`config.mk`:
```
export PLATFORM = sky130hd
export DESIGN_NAME = mem_arbiter_flat
export DESIGN_NICKNAME = d
export VERILOG_FILES = /design/src/rtl/mem_arbiter_if.sv /design/src/rtl/mem_arbiter.sv /design/src/flat_wrapper.sv
export SDC_FILE = /design/constraint.sdc
export NUM_CORES = 1
export LEC_CHECK = 0
export CAP_MARGIN = 0
export CORE_AREA = 2 2 104 106
export DETAILED_ROUTE_END_ITERATION = 16
export DIE_AREA = 0 0 106 108
export PLACE_DENSITY = 0.73
export SLEW_MARGIN = 5
export SYNTH_ARGS = -nofsm -noshare
export SYNTH_HDL_FRONTEND = slang
export SYNTH_SLANG_ARGS = --single-unit
```
`constraint.sdc`:
```
create_clock -name clk -period 1.52 [get_ports clk]
set_input_delay 0.152 -clock clk [delete_from_list [all_inputs] [get_ports clk]]
set_output_delay 0.152 -clock clk [all_outputs]
set_load 0.05 [all_outputs]
```
`src/rtl/mem_arbiter_if.sv`:
```
// Bundle between the MIPS pipeline fetch/data ports, the arbiter and the single-port Memory.
// slave = arbiter view; master = pipeline + memory view.
interface mem_arbiter_if #(
    parameter int AW = 32
);
    logic          i_req;
    logic [AW-1:0] i_addr;
    logic          i_ack;
    logic [31:0]   i_rdata;
    logic          i_stall;
    logic          d_req;
    logic          d_we;
    logic [AW-1:0] d_addr;
    logic [31:0]   d_wdata;
    logic          d_ack;
    logic [31:0]   d_rdata;
    logic          d_err;
    logic          d_stall;
    logic          mem_cen;
    logic          mem_wen;
    logic [AW-1:0] mem_a;
    logic [31:0]   mem_d;
    logic [31:0]   mem_q;

    modport slave (
        input  i_req, i_addr, d_req, d_we, d_addr, d_wdata, mem_q,
        output i_ack, i_rdata, i_stall, d_ack, d_rdata, d_err, d_stall,
               mem_cen, mem_wen, mem_a, mem_d
    );

    modport master (
        output i_req, i_addr, d_req, d_we, d_addr, d_wdata, mem_q,
        input  i_ack, i_rdata, i_stall, d_ack, d_rdata, d_err, d_stall,
               mem_cen, mem_wen, mem_a, mem_d
    );
endinterface

```
`src/rtl/mem_arbiter.sv`:
```
// Shares one single-port, one-cycle-latency memory between fetch and data ports.
// Data has priority; a starvation counter forces a fetch after STARVE_MAX data issues.
module mem_arbiter #(
    parameter int STARVE_MAX = 4,
    parameter int AW         = 32
) (
    input  logic          clk,
    input  logic          nrst,
    mem_arbiter_if.slave  bus
);
    localparam int SW = $clog2(STARVE_MAX + 1);

    typedef enum logic [1:0] {OWN_NONE, OWN_I, OWN_D, OWN_DERR} owner_t;

    owner_t        owner, owner_nx;
    logic [SW-1:0] starve, starve_nx;
    logic          i_elig, d_elig, sel_i, sel_d, d_mis;

    always_ff @(posedge clk or negedge nrst) begin
        if (!nrst) begin
            owner  <= OWN_NONE;
            starve <= '0;
        end else begin
            owner  <= owner_nx;
            starve <= starve_nx;
        end
    end

    always_comb begin
        owner_nx    = OWN_NONE;
        starve_nx   = starve;
        bus.mem_cen = 1'b0;
        bus.mem_wen = 1'b0;
        bus.mem_a   = '0;
        bus.mem_d   = '0;

        // A port whose response is returning this cycle still holds req high, so mask it.
        // Nothing issues while reset is asserted.
        i_elig = nrst && bus.i_req && (owner != OWN_I);
        d_elig = nrst && bus.d_req && (owner != OWN_D) && (owner != OWN_DERR);
        sel_d  = d_elig && !(i_elig && (starve == SW'(STARVE_MAX)));
        sel_i  = i_elig && !sel_d;
        d_mis  = (bus.d_addr[1:0] != 2'b00);

        if (sel_d) begin
            if (d_mis) begin
                owner_nx = OWN_DERR;
            end else begin
                owner_nx    = OWN_D;
                bus.mem_cen = 1'b1;
                bus.mem_wen = bus.d_we;
                bus.mem_a   = bus.d_addr;
                bus.mem_d   = bus.d_wdata;
            end
        end else if (sel_i) begin
            owner_nx    = OWN_I;
            bus.mem_cen = 1'b1;
            bus.mem_a   = bus.i_addr;
        end

        if (sel_i || !bus.i_req)
            starve_nx = '0;
        else if (sel_d && (starve != SW'(STARVE_MAX)))
            starve_nx = starve + 1'b1;

        bus.i_ack   = (owner == OWN_I);
        bus.i_rdata = bus.i_ack ? bus.mem_q : 32'h0;
        bus.d_ack   = (owner == OWN_D) || (owner == OWN_DERR);
        bus.d_err   = (owner == OWN_DERR);
        bus.d_rdata = ((owner == OWN_D) && !bus.d_we) ? bus.mem_q : 32'h0;
        bus.i_stall = bus.i_req & ~bus.i_ack;
        bus.d_stall = bus.d_req & ~bus.d_ack;
    end
endmodule

```
`src/flat_wrapper.sv`:
```
// flat-port wrapper written by rule: the top's interface ports become plain ports
module mem_arbiter_flat 
#(
    parameter int STARVE_MAX = 4,
    parameter int AW         = 32
)
  (clk, nrst, bus_i_req, bus_i_addr, bus_d_req, bus_d_we, bus_d_addr, bus_d_wdata, bus_mem_q, bus_i_ack, bus_i_rdata, bus_i_stall, bus_d_ack, bus_d_rdata, bus_d_err, bus_d_stall, bus_mem_cen, bus_mem_wen, bus_mem_a, bus_mem_d);
  mem_arbiter_if #(.AW(AW)) bus_i ();
  input  logic clk;
  input  logic nrst;
  input wire logic [$bits(bus_i.i_req)-1:0] bus_i_req;
  input wire logic [$bits(bus_i.i_addr)-1:0] bus_i_addr;
  input wire logic [$bits(bus_i.d_req)-1:0] bus_d_req;
  input wire logic [$bits(bus_i.d_we)-1:0] bus_d_we;
  input wire logic [$bits(bus_i.d_addr)-1:0] bus_d_addr;
  input wire logic [$bits(bus_i.d_wdata)-1:0] bus_d_wdata;
  input wire logic [$bits(bus_i.mem_q)-1:0] bus_mem_q;
  output wire logic [$bits(bus_i.i_ack)-1:0] bus_i_ack;
  output wire logic [$bits(bus_i.i_rdata)-1:0] bus_i_rdata;
  output wire logic [$bits(bus_i.i_stall)-1:0] bus_i_stall;
  output wire logic [$bits(bus_i.d_ack)-1:0] bus_d_ack;
  output wire logic [$bits(bus_i.d_rdata)-1:0] bus_d_rdata;
  output wire logic [$bits(bus_i.d_err)-1:0] bus_d_err;
  output wire logic [$bits(bus_i.d_stall)-1:0] bus_d_stall;
  output wire logic [$bits(bus_i.mem_cen)-1:0] bus_mem_cen;
  output wire logic [$bits(bus_i.mem_wen)-1:0] bus_mem_wen;
  output wire logic [$bits(bus_i.mem_a)-1:0] bus_mem_a;
  output wire logic [$bits(bus_i.mem_d)-1:0] bus_mem_d;
  assign bus_i.i_req = bus_i_req;
  assign bus_i.i_addr = bus_i_addr;
  assign bus_i.d_req = bus_d_req;
  assign bus_i.d_we = bus_d_we;
  assign bus_i.d_addr = bus_d_addr;
  assign bus_i.d_wdata = bus_d_wdata;
  assign bus_i.mem_q = bus_mem_q;
  assign bus_i_ack = bus_i.i_ack;
  assign bus_i_rdata = bus_i.i_rdata;
  assign bus_i_stall = bus_i.i_stall;
  assign bus_d_ack = bus_i.d_ack;
  assign bus_d_rdata = bus_i.d_rdata;
  assign bus_d_err = bus_i.d_err;
  assign bus_d_stall = bus_i.d_stall;
  assign bus_mem_cen = bus_i.mem_cen;
  assign bus_mem_wen = bus_i.mem_wen;
  assign bus_mem_a = bus_i.mem_a;
  assign bus_mem_d = bus_i.mem_d;
  mem_arbiter #(.STARVE_MAX(STARVE_MAX), .AW(AW)) u_core (.clk(clk), .nrst(nrst), .bus(bus_i));
endmodule
```
==> flow_metrics.tcl <==
set metrics [dict create \
    grt_pass1_vias 3094 \
    synth_top_family_by_area "simple AND/OR/NAND/NOR gates" \
    synth_nets 320 \
    htree_levels 1 \
    globalRouteOverflowTotal 0 \
    final_antenna_net_count 0 \
    synth_edf_count 0 \
    gp_congestion 0.842 \
    synthXorXnorAreaFrac 0 \
    core_sq_um 10200 \
    violations "negative setup slack" \
    status "complete, but fails checks" \
    register_area_sq_um 125 \
    synth_compound_area_frac 0.242 \
    vias 2684 \
    antenna_found_initial 0 \
    clockBufferDepth 2 \
    hpwl_microns 9370 \
    yosys.area.top_type "and2_1" \
    period_minus_slack_ps 2050 \
    finalSetupViolCount 132 \
    rows 37 \
    cp-end-kind "primary output" \
    nFillCells 742 \
    slowest_stage "dfrtp_1" \
    firstDrtPassIters 4 \
    power_leakage_nw 2.92 \
    cp_num_buf_inv 4 \
    finalHoldViolCount 0 \
    netlist.area_leader.share 0.476 \
    clk_latency_ps 220 \
    synth_area_leaders "and2_1, a22o_1, dfrtp_1" \
    die_area_sq_um 11400 \
    slew_headroom 0.806 \
    initial_core_util 0.132 \
    dieWidth_microns 106 \
    drt_iter0_markers 81 \
    yosysMostFrequentCell "and2_1" \
    critical_path_class "reg2out" \
    ys_warn_count 0 \
    clock_skew_ps 0.183 \
    drc_errors 0 \
    synth_seq_cells 5 \
    max-cap-violations 0 \
    timing.fmax_mhz 487 \
    synth_cell_types 25 \
    crit_chain "inv_2, ha_4, and2_4, a311oi_4, buf_12, buf_12, and2_4, buf_12" \
    avgViaCountPerCell 4.28 \
    numCtsBuffers 3 \
    clockRootBuffer "clkbuf_8" \
    cp.arrival_ps 1900 \
    cp-start-kind "flop" \
    min_period_over_period 1.35 \
    ys_dominant_reg_cell "dfrtp_1" \
    die_h_microns 108 \
    clkSlewWorstSetupHoldPaths_ps 40 \
    tns_ps -52250 \
    synth-async-reset-ratio 1.00 \
    hold_path.class "in2async" \
    grt_pass1_wl_microns 17600 \
    cp_max_fo 16 \
    ioPinCount 268 \
    p_per_area_nw_per_um2 349 \
    numPortBuffers 267 \
    num_antenna_cells 0 \
    synth_commonest_cells "and2_1, a22o_1, clkbuf_1" \
    nets 627 \
    slew_violations 0 \
    cts_tree "built" \
    drive_gt1_frac 0.684 \
    wirelength_microns 12200 \
    seq_area_frac_synth 0.0924 \
    grt_use_total 0.201 \
    crit_top_cell "buf_12" \
    muxShareOfSynthArea 0 \
    critPathTopFamily "buffers and inverters" \
    fin_util 0.664 \
    syn_area_sq_um 1350 \
    pre_cts_ws_ps -437 \
    tightest_slew_ps 291 \
    worst_slack_ps -533 \
    synthToLayoutAreaGrowth_pct 402 \
    hold_buffers 0 \
    wl_per_cell_microns 19.4 \
    critPathMaxStageDelay_ps 370 \
    multi_input_area_sq_um 1690 \
    grt_max_degree 17 \
    cts.sinks 5 \
    synth-simple-area-share 0.560 \
    ir_drop_uv 283 \
    syn_avg_cell_area_sq_um 7.32 \
    rsz0062_at_grt "true" \
    required_ps 1370 \
    synthAdderAreaFrac 0.0185 \
    synth_cells 185 \
]
==> cells in the final DEF, fill, tap and decap left out <==
master,instances
nand2_1,3
nand4_1,2
bufbuf_16,1
nand2_2,1
nand2b_4,1
a21oi_1,3
and4b_1,1
and3b_1,1
nor4b_2,1
dfrtp_1,5
nor3b_4,1
a22o_4,29
clkbuf_8,3
a311oi_4,1
clkbuf_1,1
inv_8,1
buf_4,24
buf_8,1
clkbuf_16,1
clkdlybuf4s50_1,132
or2_4,1
a22o_2,1
nand3b_1,1
nor2b_4,1
and2_4,102
ha_4,2
o31ai_1,2
buf_6,11
nor2_1,1
nor3b_1,1
a211oi_4,1
buf_12,144
buf_16,6
and2_1,1
or2_1,1
inv_2,2
==> layout make-up <==
| class | count | share of cell area |
|---|---|---|
| Inverter | 3 | 0.00276 |
| Multi-Input combinational cell | 159 | 0.248 |
| Clock buffer | 4 | 0.00663 |
| Timing Repair Buffer | 320 | 0.699 |
| Tap cell | 136 | 0.0251 |
| Sequential cell | 5 | 0.0184 |
==> cell families (layout without fill, tap and decap cells) <==
logic type / after synthesis / in the layout
compound gates: 37 / 37
simple gates: 120 / 120
fa+ha+maj: 2 / 2
flops: 5 / 5
buf+inv: 21 / 327
==> final timing paths <==
path                                        from                to  slack, ps  cells after the start
worst max-delay path            u_core.starve[1]     bus_mem_d[29]       -530                      8
worst min-delay path                        nrst  u_core.starve[1]        320                      2
worst max register to register  u_core.starve[1]  u_core.starve[2]         20                      6
worst min register to register  u_core.starve[0]  u_core.starve[0]        720                      4
max in group asynchronous                   nrst   u_core.owner[1]       1070                      2
min in group clk                u_core.starve[0]  u_core.starve[0]        720                      4
==> registers in the layout (all words and copies together), names as in the netlist <==
register and count:
u_core.starve 3, u_core.owner 2
==> per-stage QoR <==
step | hold slack, ps | std cells | power (mW) | cell area (sq um)
2_1_floorplan | -144 | 185 | 0.862 | 1820
3_3_place_gp | 502 | 600 | 1.89 | 6190
3_5_place_dp | 542 | 600 | 1.91 | 6190
4_1_cts | 309 | 623 | 2.37 | 6730
5_1_grt | 337 | 627 | 2.45 | 6790
6_report | 324 | 627 | 2.37 | 6790
==> routing by layer <==
| layer | share of wire | GRT usage | vias to the layer above |
|---|---|---|---|
| met1 | 0.32 | 0.194 | 1273 |
| met3 | 0.094 | 0.0669 | 18 |
| met2 | 0.56 | 0.404 | 155 |
| met5 | 0 | 0 | - |
| met4 | 0.025 | 0.0564 | 0 |
| li1 | - | - | 1238 |
==> where the power goes <==
part           internal, mW  switching (mW)
logic                  1.12           0.858
registers             0.140         0.00573
clock network         0.180          0.0674
total                  1.44           0.932
==> repair_timing <==
action | in CTS | in global routing
setup buffers | 11 | 6
pin swaps | 36 | 17
endpoints found under the setup margin | 131 | 133
resized for setup | 89 | 9
gates cloned | 8 | 1
(Power assumes the default switching activity.)
